File: config.mk
export PLATFORM = sky130hd
export DESIGN_NAME = uart_tx_cfg
export DESIGN_NICKNAME = d
export VERILOG_FILES = /design/src/rtl/uart_tx_cfg.sv
export SDC_FILE = /design/constraint.sdc
export NUM_CORES = 1
export LEC_CHECK = 0
export CORE_ASPECT_RATIO = 0.75
export CORE_UTILIZATION = 56
export CTS_CLUSTER_SIZE = 10
export DETAILED_ROUTE_END_ITERATION = 7
export GPL_TIMING_DRIVEN = 0
export PLACE_DENSITY = 0.8
export SLEW_MARGIN = 20
export SYNTH_ARGS = -nofsm -noshare
export SYNTH_HDL_FRONTEND = slang
export SYNTH_SLANG_ARGS = --single-unit
File: constraint.sdc
create_clock -name clk -period 2.1 [get_ports clk]
set_input_delay 0.315 -clock clk [delete_from_list [all_inputs] [get_ports clk]]
set_output_delay 0.315 -clock clk [all_outputs]
set_load 0.02 [all_outputs]
File: src/rtl/uart_tx_cfg.sv
// Runtime-configurable UART transmitter: divisor, 5-8 data bits, parity and 1/2 stop bits
// are latched at accept; the frame is serialised LSB first on a registered line.
module uart_tx_cfg #(
    parameter int DIV_W   = 16,
    parameter int DATA_W  = 8,
    parameter int DIV_MIN = 2
) (
    input  logic              clk,
    input  logic              rst_n,
    input  logic [DIV_W-1:0]  bps_div,
    input  logic [1:0]        data_bits,
    input  logic [1:0]        parity_mode,
    input  logic              stop2,
    input  logic [DATA_W-1:0] tx_data,
    input  logic              tx_valid,
    output logic              tx_ready,
    output logic              uart_tx,
    output logic              tx_busy,
    output logic              uart_tx_end
);

    typedef enum logic [2:0] {
        S_IDLE,
        S_START,
        S_DATA,
        S_PARITY,
        S_STOP
    } state_e;

    localparam logic [DIV_W-1:0] DIV_MIN_L = DIV_W'(DIV_MIN);

    state_e              state_q, state_d;
    logic [DIV_W-1:0]    cnt_q, cnt_d;
    logic [2:0]          idx_q, idx_d;
    logic                tx_q, tx_d;
    logic                ready_q, ready_d;
    logic                busy_q, busy_d;
    logic                end_q, end_d;

    // Shadow copies of the per-frame configuration, loaded only on accept.
    logic [DATA_W-1:0]   data_q;
    logic [DIV_W-1:0]    nm1_q;
    logic [1:0]          bits_q;
    logic [1:0]          par_q;
    logic                stop2_q;

    logic                load;
    logic                bit_end;
    logic [2:0]          last_idx;
    logic [DATA_W-1:0]   data_used;
    logic                par_bit;
    logic [DIV_W-1:0]    div_eff;

    assign div_eff   = (bps_div < DIV_MIN_L) ? DIV_MIN_L : bps_div;
    assign bit_end   = (cnt_q == nm1_q);
    assign last_idx  = {1'b0, bits_q} + 3'd4;
    assign data_used = data_q & ({DATA_W{1'b1}} >> (2'd3 - bits_q));

    always_comb begin
        unique case (par_q)
            2'b01:   par_bit = ~^data_used;
            2'b10:   par_bit = ^data_used;
            default: par_bit = 1'b1;
        endcase
    end

    always_comb begin
        // NOTE: every output of this block gets a default first so no path can infer a latch.
        state_d = state_q;
        cnt_d   = cnt_q + DIV_W'(1);
        idx_d   = idx_q;
        tx_d    = tx_q;
        ready_d = ready_q;
        busy_d  = busy_q;
        end_d   = 1'b0;
        load    = 1'b0;

        unique case (state_q)
            S_IDLE: begin
                cnt_d   = '0;
                idx_d   = '0;
                tx_d    = 1'b1;
                ready_d = 1'b1;
                busy_d  = 1'b0;
                if (tx_valid && ready_q) begin
                    load    = 1'b1;
                    state_d = S_START;
                    ready_d = 1'b0;
                    busy_d  = 1'b1;
                    tx_d    = 1'b0;
                end
            end
            S_START: begin
                if (bit_end) begin
                    cnt_d   = '0;
                    state_d = S_DATA;
                    idx_d   = '0;
                    tx_d    = data_q[0];
                end
            end
            S_DATA: begin
                if (bit_end) begin
                    cnt_d = '0;
                    if (idx_q == last_idx) begin
                        idx_d = '0;
                        if (par_q != 2'b00) begin
                            state_d = S_PARITY;
                            tx_d    = par_bit;
                        end else begin
                            state_d = S_STOP;
                            tx_d    = 1'b1;
                        end
                    end else begin
                        idx_d = idx_q + 3'd1;
                        tx_d  = data_q[idx_q + 3'd1];
                    end
                end
            end
            S_PARITY: begin
                if (bit_end) begin
                    cnt_d   = '0;
                    state_d = S_STOP;
                    idx_d   = '0;
                    tx_d    = 1'b1;
                end
            end
            S_STOP: begin
                if (bit_end) begin
                    cnt_d = '0;
                    // idx_q doubles as the stop-bit counter for two-stop frames.
                    if (stop2_q && idx_q == 3'd0) begin
                        idx_d = 3'd1;
                    end else begin
                        state_d = S_IDLE;
                        idx_d   = '0;
                        end_d   = 1'b1;
                        busy_d  = 1'b0;
                        ready_d = 1'b1;
                    end
                end
            end
            default: state_d = S_IDLE;
        endcase
    end

    // NOTE: sequential state uses non-blocking assignments so all registers update together.
    always_ff @(posedge clk or negedge rst_n) begin
        if (!rst_n) begin
            state_q <= S_IDLE;
            cnt_q   <= '0;
            idx_q   <= '0;
            tx_q    <= 1'b1;
            ready_q <= 1'b0;
            busy_q  <= 1'b0;
            end_q   <= 1'b0;
        end else begin
            state_q <= state_d;
            cnt_q   <= cnt_d;
            idx_q   <= idx_d;
            tx_q    <= tx_d;
            ready_q <= ready_d;
            busy_q  <= busy_d;
            end_q   <= end_d;
        end
    end

    always_ff @(posedge clk or negedge rst_n) begin
        if (!rst_n) begin
            data_q  <= '0;
            nm1_q   <= '0;
            bits_q  <= '0;
            par_q   <= '0;
            stop2_q <= 1'b0;
        end else if (load) begin
            data_q  <= tx_data;
            nm1_q   <= div_eff - DIV_W'(1);
            bits_q  <= data_bits;
            par_q   <= parity_mode;
            stop2_q <= stop2;
        end
    end

    assign uart_tx     = tx_q;
    assign tx_ready    = ready_q;
    assign tx_busy     = busy_q;
    assign uart_tx_end = end_q;

endmodule

# Word level (Yosys, flattened, before mapping)
# Index checks and enable logic that the tools add are counted.
# classes
addsub	5
magnitude_cmp	2
eq_ne	16
n_shift	1
muxes	39
bitwise_logic	1
n_reduce_logical	16
# op_table
op	count
2-to-1 mux 3 bit	12
2-to-1 mux 16 bit	2
one-hot mux 16 bit (2 select lines)	1
2-to-1 mux 1 bit	17
adder 16 x 1 -> 16 bit, second input constant	1
equality test 16 bit	1
< comparator 16 x 2 -> 1 bit, second input constant	1
subtractor 16 x 1 -> 16 bit, second input constant	1
one-hot mux 3 bit (5 select lines)	1
!= test 2 bit, second input constant	7
one-hot mux 3 bit (4 select lines)	1
bitwise AND 8 bit	1
AND reduction 4 bit	2
nonzero test 4 bit	2
XNOR reduction 8 bit	1
parity 8 bit	1
>> shifter 8 x 2 -> 8 bit, first input constant	1
AND reduction 7 bit	1
equality test 3 x 2 -> 1 bit, second input constant	2
logical NOT 3 bit	2
one-hot mux 1 bit (2 select lines)	3
< comparator 3 x 4 -> 1 bit, second input constant	1
one-hot mux 1 bit (4 select lines)	1
nonzero test 2 bit	2
14 further kinds	15
# word_totals
reg_bits	55
inputBits	32
output_inout_bits	4
elab_cells	92

# Logic depth before layout (Yosys ltp)
# Gate-level depths: netlist (run 1).
# depth
word_depth	9
mapped_depth	10
depth_no_buf	10

# Least setup slack after synthesis (run 1)
# Ideal clock, no wire load.
# synth_timing
path_kind	input to register
from	input port bps_div[10]
to	register nm1_q[14]
setup_time_ns	0.130
arrival_ns	2.261
t_required_ns	1.970
slack_ns	-0.291
cell_stages	10
n_path_buf	0
cell_sequence	or4_4 nor4b_2 nand2_1 o21ai_2 ha_1 nand3_1 nor3_1 nand2_1 xor2_1 o21ai_1
# synth_between
elab_chain_cells	3
# synth_lines
element	line_no	source
from (decl)	10	input logic [DIV_W-1:0] bps_div,
< comparator 16 x 2 -> 1 bit	54	assign div_eff = (bps_div < DIV_MIN_L) ? DIV_MIN_L : bps_div;
2-to-1 mux 16 bit (*)	54	
subtractor 16 x 1 -> 16 bit (*)	176	nm1_q <= div_eff - DIV_W'(1);
to (signal assigned)	176	
to (decl)	42	logic [DIV_W-1:0] nm1_q;
# Every way passes the cells marked *; elsewhere a longest branch is shown, timed or not.
# A chain may end at the register's enable or synchronous reset.

# Final worst setup path (run 1)
# layout_timing
from	input port bps_div[8]
to	register nm1_q[8]
# The elaborated chain is that of the path after synthesis.

==> results.txt, run 1 <==
RSZ-0062 raised after global routing: yes
Crit. End Element: flip-flop
violated checks: setup timing
WP data arrival: 2.44 ns
post-synth top area share: 44.4%
DRT iter0 DRCs: 186
Die Span X: 87.1 microns
reg-to-reg startpoint: state_q[0]
Port Buf Inserts: 35
Routed Antenna Nets: 0
Leakage: 0.00167 uW
fin util: 76.3%
first-pass GRT wire length: 11600 microns
largest net degree at the start of global routing: 56
Die H: 65.9 microns
vias per cell: 5.61
Clock transition at path regs: 0.11 ns
Slew @ Worst Pin: 0.670 ns
Final Skew: 0.0166 ns
GRT overflow: 0
Pwr per Cell Area: 1040 nW/um^2
Post-Layout Inst Area: 3860 sq um
Fin. Hold Viols: 0
htree depth: 2
critical path class: in2reg
Netlist Area Pre-Place: 3040 sq um
core area: 5060 sq um
Synth Flop Type: dfrtp_1
hold slack: 0.0345 ns
peak supply drop: 0.576 mV
DRT Pass-1 Iters: 4
Setup WS post-layout: -0.150 ns
Yosys top cell by area: dfrtp_1
max frequency: 0.444 GHz
clock latency on the worst-skew pair: 0.31 ns
gpl congestion: 0.861
number of enable flip-flop cells after synthesis: 0
status: complete, but fails checks
Setup-failing EPs final: 7
crit start category: input pin
final setup TNS: -0.806 ns
CP max FO: 4
Max Cap Violations: 0
Pins Over Slew Limit: 0
Clock Sinks: 55
CTS Root Cell: clkbuf_8
Seq cells post-synth: 55
syn_area_per_cell: 9.31 sq um
Initial Utilization: 60.1%
worst path cell trace: buf_8 > or4_4 > nor4b_4 > nand2_1 > o21ai_2 > ha_2 > nand3_4 > buf_4 > nor2_4 > xnor2_1 > o21ai_0
placed inst area: 3510 sq um
Final period util: 107%
Crit. Startpoint: bps_div[8]
Post-Syn Nets: 363
crit-path max cell delay: 0.55 ns
die area: 5740 sq um
Residual DRC: 0
WL/cell: 15.8 microns
layout cells sized above 1: 17.5%
YS warnings: 0
slowest library cell on the worst path: or4_4
Top delay family on crit path: simple AND/OR/NAND/NOR gates
Num CTS Buffers: 5
detailed-route via count: 2581
nets@finish: 423
Area Overhead vs Synth: 27.0%
post-synthesis sequential area ratio: 45.3%
GRT Util Overall: 26.8%
relative slew slack: 55.1%
Site Rows: 22
CP required: 2.29 ns
WL final: 7280 microns
dpl hpwl: 4730 microns
initial antenna violation count: 0
Top Ports: 36
ys async rst share: 100%
worst path bufs/invs: 2
antenna fix cells: 0
cell count after synthesis: 327
CTS tree: built
Final Power: 4010 uW
synth top area cells: dfrtp_1, xnor2_1, nand2_1
worst min-delay path category: in2async
Tmin final: 2.25 ns
CTS max path bufs: 2
Unique masters post-synth: 49
vias in the first global route: 2419
-- final timing paths --
path | to | slack, ns | cells past startpoint
max in group asynchronous | idx_q[0] | 1.59 | 1
min in group clk | nm1_q[14] | 0.29 | 3
worst min-delay path | cnt_q[4] | 0.03 | 1
worst min register to register | stop2_q | 0.50 | 2
worst max register to register | data_q[3] | 0.12 | 7
worst max-delay path | nm1_q[8] | -0.15 | 11
-- area by class of cell --
type,instances,area [sq um]
multi-input combinational,254,1700
inverter,6,22.5
fill,357,1200
timing repair buffer,53,503
buffer,12,53.8
sequential,55,1380
clock buffer,5,68.8
tap,72,90.1
clock inverter,3,46.3
-- power breakdown --
group	internal, uW	switching, uW
sequential	1400	312
combinational	718	873
clock	360	349
-- state kept, by name, summed over array words and instances, names as in the netlist, 2 cells and up --
signal and flops:
par_q 2, data_q 8, state_q 3, cnt_q 16
idx_q 3, nm1_q 16, bits_q 2
-- stage by stage --
step / setup WS (ns) / cells
after floorplan: -0.179 / 327
after detailed placement: -0.898 / 434
after CTS: -0.107 / 457
after global routing: -0.204 / 460
after global placement: -0.916 / 434
final: -0.150 / 460
-- layout by cell type, fill, tap and decap left out, types with 4 or more instances in the layout --
cell type / Yosys / routed
a21oi_1: 5 / 5
and3_1: 7 / 7
buf_2: 7 / 9
buf_4: 0 / 13
buf_6: 0 / 11
clkbuf_1: 5 / 5
clkbuf_8: 0 / 5
clkdlybuf4s50_1: 0 / 23
dfrtp_1: 54 / 53
inv_1: 5 / 5
nand2_1: 70 / 68
nand3_1: 13 / 12
nand4_1: 4 / 4
nor2_1: 29 / 27
nor3_1: 6 / 4
o21ai_0: 12 / 10
o21ai_1: 7 / 9
xnor2_1: 36 / 35
xor2_1: 15 / 15
-- logic make-up after synthesis --
kind of cell / count (synthesis) / share of synthesized area [%]
AND/OR/NAND/NOR: 149 / 23.3
flip-flops: 55 / 45.3
XOR/XNOR: 51 / 14.7
AO/OA/AOI/OAI: 42 / 9.04
buffers and inverters: 18 / 2.51
multiplexers: 7 / 3.21
adder cells (fa/ha/maj): 5 / 1.97
-- routing by layer --
metal,up-vias,global-route usage [%],wire (microns)
met5,-,0,0
met4,0,6.76,91
met3,10,4.99,325
met2,86,40.7,3360
met1,1258,39.6,3510
li1,1227,-,-
-- synth_stat cells, types with 4 or more instances --
| library cell | instances |
|---|---|
| xnor2_1 | 36 |
| clkbuf_1 | 5 |
| nor3_1 | 6 |
| nand2_1 | 70 |
| nand3_1 | 13 |
| ha_1 | 4 |
| a21oi_1 | 5 |
| nor2_1 | 29 |
| and3_1 | 7 |
| o21ai_1 | 7 |
| xor2_1 | 15 |
| buf_2 | 7 |
| inv_1 | 5 |
| nand4_1 | 4 |
| o21ai_0 | 12 |
| dfrtp_1 | 54 |
-- timing repair --
| item | 4_1_cts | 5_1_grt |
|---|---|---|
| pin swaps | 11 | 10 |
| gates resized for setup | 53 | 16 |
| setup endpoints to repair | 8 | 11 |
| gates cloned | 0 | 0 |
| hold buffers | 0 | 0 |
| buffers inserted | 15 | 6 |
(Power assumes the default switching activity.)
==> run 2: changes to the inputs <==
--- a/config.mk
+++ b/config.mk
@@ -11,7 +11,6 @@
 export DETAILED_ROUTE_END_ITERATION = 7
 export GPL_TIMING_DRIVEN = 0
 export PLACE_DENSITY = 0.8
-export SLEW_MARGIN = 20
 export SYNTH_ARGS = -nofsm -noshare
 export SYNTH_HDL_FRONTEND = slang
 export SYNTH_SLANG_ARGS = --single-unit
==> run 2 against run 1 <==
Net effect:
- the run still ends with setup timing left
- core utilization down 0.074 points
- first-iteration DRC count down 13%
- fmax down 1.7%
==> results.txt, run 2 (synthesis results as in run 1) <==
Clock Sinks: 55 (unchanged)
gpl congestion: 0.861 (unchanged)
hold path start: bps_div[14]
vias in the first global route: 2502 (+3.4%)
Pins Over Slew Limit: 0 (unchanged)
Crit. Startpoint: bps_div[10]
WL/cell: 16.1 microns (+1.6%)
Die H: 65.9 microns (unchanged)
Routed Antenna Nets: 0 (unchanged)
first-pass GRT wire length: 12200 microns (+4.7%)
Final period util: 109% (+1.8 points)
RSZ-0062 raised after global routing: yes
worst min-delay path category: in2reg
violated checks: setup timing
Reg area: 1380 sq um (unchanged)
slowest library cell on the worst path: or4_4
relative slew slack: 51.5% (-3.7 points)
initial antenna violation count: 0 (unchanged)
worst path cell trace: buf_6 > or4_4 > nor4b_4 > nand2_1 > o21ai_2 > ha_2 > nand3_4 > nor4_2 > xnor2_1 > o21ai_0
dpl hpwl: 4820 microns (+2.1%)
clock latency on the worst-skew pair: 0.32 ns (about the same)
Slew @ Worst Pin: 0.724 ns (+0.0545 ns)
status: complete, but fails checks
GRT Util Overall: 28.2% (+1.5 points)
Leakage: 0.00168 uW (+0.16%)
CP max FO: 4 (unchanged)
critical path class: in2reg
FILL cells: 369 (+3.4%)
CTS Root Cell: clkbuf_8
htree depth: 2 (unchanged)
Fin. Hold Viols: 0 (unchanged)
WL final: 7380 microns (+1.4%)
DRT iter0 DRCs: 161 (-13%)
Final Skew: 0.0149 ns (-0.00166 ns)
crit start category: input pin
Setup-failing EPs final: 6 (-1)
CP required: 2.29 ns (about the same)
layout cells sized above 1: 16.3% (-1.2 points)
max frequency: 0.437 GHz (-1.7%)
area of the multi-input gates: 1670 sq um (-1.8%)
vias per cell: 5.64 (+0.61%)
Port Buf Inserts: 35 (unchanged)
Tmin final: 2.29 ns (+0.0380 ns)
DRT Pass-1 Iters: 4 (unchanged)
Residual DRC: 0 (unchanged)
Crit. End Element: flip-flop
antenna fix cells: 0 (unchanged)
Clock transition at path regs: 0.10 ns (about the same)
Hold Crit Depth: 3
largest net degree at the start of global routing: 34 (-39%)
CTS max path bufs: 2 (unchanged)
die area: 5740 sq um (unchanged)
Num CTS Buffers: 5 (unchanged)
GRT overflow: 0 (unchanged)
reg-to-reg startpoint: cnt_q[7]
crit-path max cell delay: 0.56 ns (about the same)
WP data arrival: 2.48 ns (+0.04 ns)
Worst Reg2Reg Path Length in Cells: 7 (unchanged)
peak supply drop: 0.634 mV (+10%)
core area: 5060 sq um (unchanged)
Pwr per Cell Area: 1070 nW/um^2 (+3.6%)
CTS tree: built
fin util: 76.2% (about the same)
Site Rows: 22 (unchanged)
Final Power: 4150 uW (+3.5%)
Largest regs: cnt_q: 16 flops, nm1_q: 16 flops, data_q: 8 flops
Top Ports: 36 (unchanged)
Die Span X: 87.1 microns (unchanged)
Area Overhead vs Synth: 26.8% (about the same)
most frequent cells in the layout: nand2_1, dfrtp_1, xnor2_1
Setup WS post-layout: -0.188 ns (-0.0380 ns)
Max Cap Violations: 0 (unchanged)
Initial Utilization: 60.1% (unchanged)
nets@finish: 422 (-0.24%)
detailed-route via count: 2591 (+0.39%)
most common cell after layout, fill and taps aside: nand2_1
-- run 2: power breakdown --
part | leakage (uW) | switching (uW) | internal [uW]
registers | 0.000707 | 310 | 1400
clock network | 0.0000703 | 365 | 484
logic | 0.000900 | 876 | 717
-- run 2: layout make-up --
class | instances | area share, %
buffer | 12 | 1.39
clock buffer | 5 | 1.78
clock inverter | 3 | 1.85
inverter | 6 | 0.583
multi-input combinational | 254 | 43.3
sequential | 55 | 35.7
tap | 72 | 2.33
timing repair buffer | 52 | 13.1
-- run 2: critical path: cells and delay by family --
family,cells,cell delay (ns)
AOI/OAI and AO/OA,2,0.28
xor gates and xnor gates,1,0.19
adders and majority gates,1,0.25
buffers and inverters,1,0.09
and+or+nand+nor,5,1.34
-- run 2: worst paths after layout --
check,endpoint,slack (ns)
worst max-delay path,nm1_q[10],-0.19
worst min-delay path,nm1_q[14],0.28
worst max register to register,idx_q[2],0.13
worst min register to register,stop2_q,0.50
max in group asynchronous,idx_q[0],1.03
min in group asynchronous,cnt_q[9],0.51
-- run 2: timing repair --
action	CTS	global route
pin swaps	9	12
endpoints found under the hold margin	21	0
buffers inserted	16	1
hold buffers	1	0
endpoints found under the setup margin	8	11
resized for setup	50	9
-- run 2: layer usage --
metal / global-route usage [%] / part of all wire, %
met1: 40.3 / 47
met5: 0 / 0
met4: 8.40 / 1.7
met2: 44.5 / 46
met3: 4.87 / 5.5
-- run 2: metrics by stage --
step	cells	instance area, sq um	hold WS [ns]	TNS [ns]	worst slack (ns)
after global routing	459	3860	0.278	-0.751	-0.194
after global placement	434	3510	0.482	-55.53	-0.916
after detailed placement	435	3530	0.332	-6.59	-0.876
after CTS	460	3830	0.270	-0.116	-0.0802
final	459	3860	0.284	-0.650	-0.188
after floorplan	327	3070	0.0194	-0.492	-0.179
==> run 3: changes to the inputs <==
--- a/config.mk
+++ b/config.mk
@@ -6,6 +6,7 @@
 export NUM_CORES = 1
 export LEC_CHECK = 0
 export CORE_ASPECT_RATIO = 0.75
+export CORE_MARGIN = 5
 export CORE_UTILIZATION = 56
 export CTS_CLUSTER_SIZE = 10
 export DETAILED_ROUTE_END_ITERATION = 7
==> run 3 against run 2 <==
Net effect:
- clock skew down 0.0038 ns
- the run still ends with setup timing left
- cell area decreased by 1.4%
- clock-buffer cell count is the same
- highest routed layer unchanged
- final cell count grew 0.22%
- critical path type unchanged
- critical path depth is 1 higher
==> results.txt, run 3 (synthesis results as in run 1) <==
CTS max path bufs: 2 (unchanged)
Largest regs: cnt_q: 16 flops, nm1_q: 16 flops, data_q: 8 flops
initial antenna violation count: 0 (unchanged)
RSZ-0062 raised after global routing: yes
GRT Util Overall: 23.9% (-4.3 points)
most common cell after layout, fill and taps aside: nand2_1
vias in the first global route: 2673 (+6.8%)
antenna fix cells: 0 (unchanged)
WL/cell: 16.1 microns (+0.31%)
M3 GR Usage: 3.79% (-1.1 points)
first-pass GRT wire length: 12900 microns (+5.8%)
DRT Pass-1 Iters: 4 (unchanged)
Setup-failing EPs final: 4 (-2)
CTS tree: built
P_int: 2470 uW (-5.0%)
Pwr per Cell Area: 1060 nW/um^2 (-1.8%)
Routed Antenna Nets: 0 (unchanged)
clock latency on the worst-skew pair: 0.31 ns (about the same)
Slew @ Worst Pin: 0.619 ns (-0.105 ns)
crit-path max cell delay: 0.55 ns (about the same)
htree depth: 2 (unchanged)
Max Cap Violations: 0 (unchanged)
Site Rows: 23 (+4.5%)
largest net degree at the start of global routing: 31 (-8.8%)
Initial Utilization: 57.5% (-2.6 points)
dpl hpwl: 4950 microns (+2.6%)
DRT iter0 DRCs: 221 (+37%)
Area Overhead vs Synth: 25.0%
met1 Usage GRT: 33.5% (-6.8 points)
core area: 5300 sq um (+4.5%)
Final Power: 4020 uW (-3.2%)
Die Span X: 95.1 microns (+9.2%)
Clock transition at path regs: 0.10 ns (about the same)
WL final: 7420 microns (+0.53%)
most frequent cells in the layout: nand2_1, dfrtp_1, xnor2_1
Leakage: 0.00166 uW (-0.99%)
Num CTS Buffers: 5 (unchanged)
violated checks: setup timing
Final Skew: 0.0111 ns (-0.00380 ns)
CP max FO: 4 (unchanged)
Switching Share: 38.6% (+1.2 points)
Finished Layout Cells: 460 (+0.22%)
peak supply drop: 0.572 mV (-9.8%)
GRT overflow: 0 (unchanged)
Seq pwr share: 42.5% (+1.4 points)
Pins Over Slew Limit: 0 (unchanged)
worst path cell trace: buf_6 > or4_4 > nor4b_4 > nand2_1 > o21ai_2 > ha_2 > nand3_4 > nor3_4 > buf_4 > xnor2_2 > o21ai_1
worst min-delay path category: in2async
Crit. End Element: flip-flop
CTS Root Cell: clkbuf_8
gpl congestion: 0.871 (+1.1%)
layout cells sized above 1: 16.4% (+0.085 points)
crit start category: input pin
nets@finish: 420 (-0.47%)
Clk pwr share: 17.5% (-3.0 points)
max frequency: 0.455 GHz (+4.2%)
Port Buf Inserts: 35 (unchanged)
relative slew slack: 58.7% (+7.3 points)
Clock Sinks: 55 (unchanged)
CP required: 2.30 ns (about the same)
Tmin final: 2.20 ns (-0.0922 ns)
Residual DRC: 0 (unchanged)
Final period util: 105% (-4.4 points)
WP data arrival: 2.40 ns (-0.08 ns)
post-cts hold buffer count: 0 (-1)
Comb pwr share: 40.0% (+1.6 points)
layer with the highest usage: met2
M2 GR Usage: 37.6% (-6.9 points)
Top Ports: 36 (unchanged)
die area: 7030 sq um (+22%)
slowest library cell on the worst path: or4_4
net switching power: 1550 uW (-0.14%)
critical path class: in2reg
Fin. Hold Viols: 0 (unchanged)
detailed-route via count: 2562 (-1.1%)
status: complete, but fails checks
vias per cell: 5.57 (-1.3%)
Setup WS post-layout: -0.0959 ns (+0.0922 ns)
Die H: 73.9 microns (+12%)
post-placement cell count: 438 (+0.69%)
==> run 3: worst max-delay path: cells and delay by family <==
family	cells	cell delay (ns)
and+or+nand+nor	5	1.24
AOI/OAI and AO/OA	2	0.25
buffers and inverters	2	0.24
adders and majority gates	1	0.24
xor gates and xnor gates	1	0.11
==> run 3: timing repair <==
| action | in CTS | in global routing |
|---|---|---|
| pin swaps | 10 | 6 |
| setup endpoints to repair | 8 | 14 |
| buffers inserted | 15 | 2 |
| resized for setup | 44 | 10 |
==> run 3: routing by layer <==
layer | vias up | wire (microns)
li1 | 1227 | -
met1 | 1241 | 3520
met2 | 79 | 3480
met3 | 15 | 299
met4 | 0 | 123
met5 | - | 0
==> run 3: layout make-up <==
| type | instances | area, sq um |
|---|---|---|
| multi-input combinational | 254 | 1690 |
| fill | 390 | 1490 |
| sequential | 55 | 1380 |
| timing repair buffer | 50 | 457 |
| tap | 75 | 93.8 |
| clock buffer | 5 | 68.8 |
| buffer | 12 | 56.3 |
| clock inverter | 3 | 43.8 |
| inverter | 6 | 22.5 |
==> run 3: power groups by stage <==
stage,combinational (uW),clock [uW],sequential (uW)
2_1_floorplan,1100,0,1660
3_3_place_gp,1450,0,1700
3_5_place_dp,1520,0,1720
4_1_cts,1560,715,1700
5_1_grt,1780,767,1750
6_report,1610,703,1710
==> run 3: path summary, 6_finish.rpt <==
path / depth (start not counted) / slack [ns] / start / endpoint
max: 11 / -0.1 / bps_div[13] / nm1_q[12]
min: 1 / 0.003 / rst_n / nm1_q[9]
max reg2reg: 7 / 0.10 / state_q[0] / nm1_q[1]
min reg2reg: 2 / 0.50 / stop2_q / stop2_q
max in group asynchronous: 2 / 1.52 / rst_n / tx_busy
min in group clk: 3 / 0.29 / bps_div[14] / nm1_q[14]
==> run 3: metrics by stage <==
step	setup WS (ns)	instance area [sq um]	util [%]	hold slack, ns	setup TNS (ns)
floorplan	-0.179	3070	-	0.0194	-0.492
detailed placement	-0.893	3530	66.7	0.357	-6.37
finish	-0.0959	3810	71.9	0.00273	-0.341
global route	-0.207	3810	71.9	0.0272	-0.934
CTS	-0.0816	3770	71.2	0.0115	-0.152
global placement	-0.911	3520	66.4	0.482	-55.30
==> patch: new RTL, flow settings as in run 2 <==
Set the parameter `DATA_W` to 12 (it was 8).
--- a/src/rtl/uart_tx_cfg.sv
+++ b/src/rtl/uart_tx_cfg.sv
@@ -2,7 +2,7 @@
 // are latched at accept; the frame is serialised LSB first on a registered line.
 module uart_tx_cfg #(
     parameter int DIV_W   = 16,
-    parameter int DATA_W  = 8,
+    parameter int DATA_W  = 12,
     parameter int DIV_MIN = 2
 ) (
     input  logic              clk,
Interface: changed (resized tx_data); port bits go from 36 to 40. The function was not compared with the original's and may differ.
==> patch against run 2 <==
Fmax is 0.15% lower; first-iteration DRC count down 27%; the flow still finishes with violations (setup timing); die area grew 5.4%; area after synthesis increased by 5.5%; cell count up 7.6%; wire length increased by 1.6%; sequential cell count increased by 4; design area rose by 5.4%; largest power group is now combinational cells; non-clock buffer count decreased by 2; worst setup slack worse by 0.0035 ns; critical path depth grew 3; total power grew 21%.
==> patch: results <==
cells_and_area:
  n_fill_cell: 383
  final_cells: 494
  seq_cells: 59
  seq_share_pct: 36.29
  multiInputGateArea_sq_um: 1728
  inv_count: 10
  clkbuf_count: 9
  buffers: 62
  buffer_area_share_pct: 13.31
  clkCellAreaFrac_pct: 4.733
  drive_gt1_share_pct: 16.95
timing:
  setup_ws_ns: -0.1917
  tightest_slew_ns: 0.4633
  setup_viol: 6
  fin_setup_tns_ns: -0.8657
run_status:
  violations: "setup timing"
  outcome: "finished, violations left"
placement:
  place_area_sq_um: 3727
  pre_cts_ws_ns: -1.187
  place.gp.congestion: 0.7977
  placedCellCount: 466
  dp_hpwl_mm: 5.273
critical_path:
  rr_startpoint: "cnt_q[6]"
  max_stage_delay_ns: 0.39
  r2r.worst_path.cells: 6
  endpoint: "nm1_q[8]"
  cpMaxStageDelayCell: "or3_4"
global_routing:
  met3_usage_pct: 7.335
  grt.met1_usage_pct: 38.32
  grt_pass1_wl_mm: 11.76
  met2_usage_pct: 38.26
  gr-usage-all-layers_pct: 26.68
routing:
  dr.pass1.iters: 5
  first_iter_violations: 118
  routed-via-count: 2661
  met2_length_mm: 3.294
  wl_met1_mm: 3.685
pwr:
  p_leak_uw: 0.001849
  pwr_density_cell_nw_per_um2: 1231
  ir_drop_uv: 734.2
synth:
  syn-num-nets: 391
  netlist_top_cells_count: "nand2_1, dfrtp_1, nor2_1, xor2_1, xnor2_1"
  synth_cell_types: 47
  avgSynthCellArea_sq_um: 9.154
  synth.area.top_cells: "dfrtp_1, nand2_1, xor2_1"
cts:
  cts.clk_slew.worst_paths_ns: 0.06
  h-tree-depth: 3
  cts_buffers: 9
  clk_latency_ns: 0.35
==> patch: changes by cell type after synthesis, moves of 6 or more <==
cell            run 2  this run
xor2_1             15        28
nand2_1            70        76
xnor2_1            36        25
nor2_1             29        37
o21ai_0            12        19
==> patch: how the worst min path moves through the flow <==
| stage | to | start | cells after the start | slack [ns] |
|---|---|---|---|---|
| 2_1_floorplan | bits_q[0] | rst_n | 0 | 0.02 |
| 3_3_place_gp | stop2_q | stop2_q | 2 | 0.47 |
| 3_5_place_dp | state_q[1] | rst_n | 1 | 0.29 |
| 4_1_cts | nm1_q[9] | bps_div[9] | 3 | 0.24 |
| 5_1_grt | nm1_q[10] | bps_div[10] | 3 | 0.25 |
| 6_report | nm1_q[10] | bps_div[10] | 3 | 0.25 |
==> patch: power breakdown <==
group          switching [uW]  total, uW  internal, uW
sequential                373       1920          1540
clock                     476       1020           542
combinational            1110       2080           965
total                    1960       5010          3050
==> patch: worst register-to-register path: cells and delay by family (launching register included) <==
| kind | cells | cell delay, ns |
|---|---|---|
| DFF | 1 | 0.46 |
| and+or+nand+nor | 2 | 0.66 |
| xor gates and xnor gates | 1 | 0.17 |
| AOI/OAI and AO/OA | 3 | 0.59 |
==> patch: cells by family (layout without fill, tap and decap cells) <==
group | after synthesis | in the layout | synth area share [%]
AO/OA/AOI/OAI | 46 | 46 | 8.684
XOR/XNOR | 53 | 53 | 14.45
adder cells (fa/ha/maj) | 5 | 5 | 1.908
buffers and inverters | 20 | 88 | 2.532
flip-flops | 59 | 59 | 45.99
multiplexers | 5 | 5 | 2.414
AND/OR/NAND/NOR | 163 | 163 | 24.03
==> patch: repair_timing <==
action	4_1_cts	5_1_grt
pin swaps	10	10
hold endpoints to repair	17	0
gates resized for setup	33	14
setup buffers	8	3
gates cloned	0	0
hold buffers	1	0
endpoints found under the setup margin	26	45
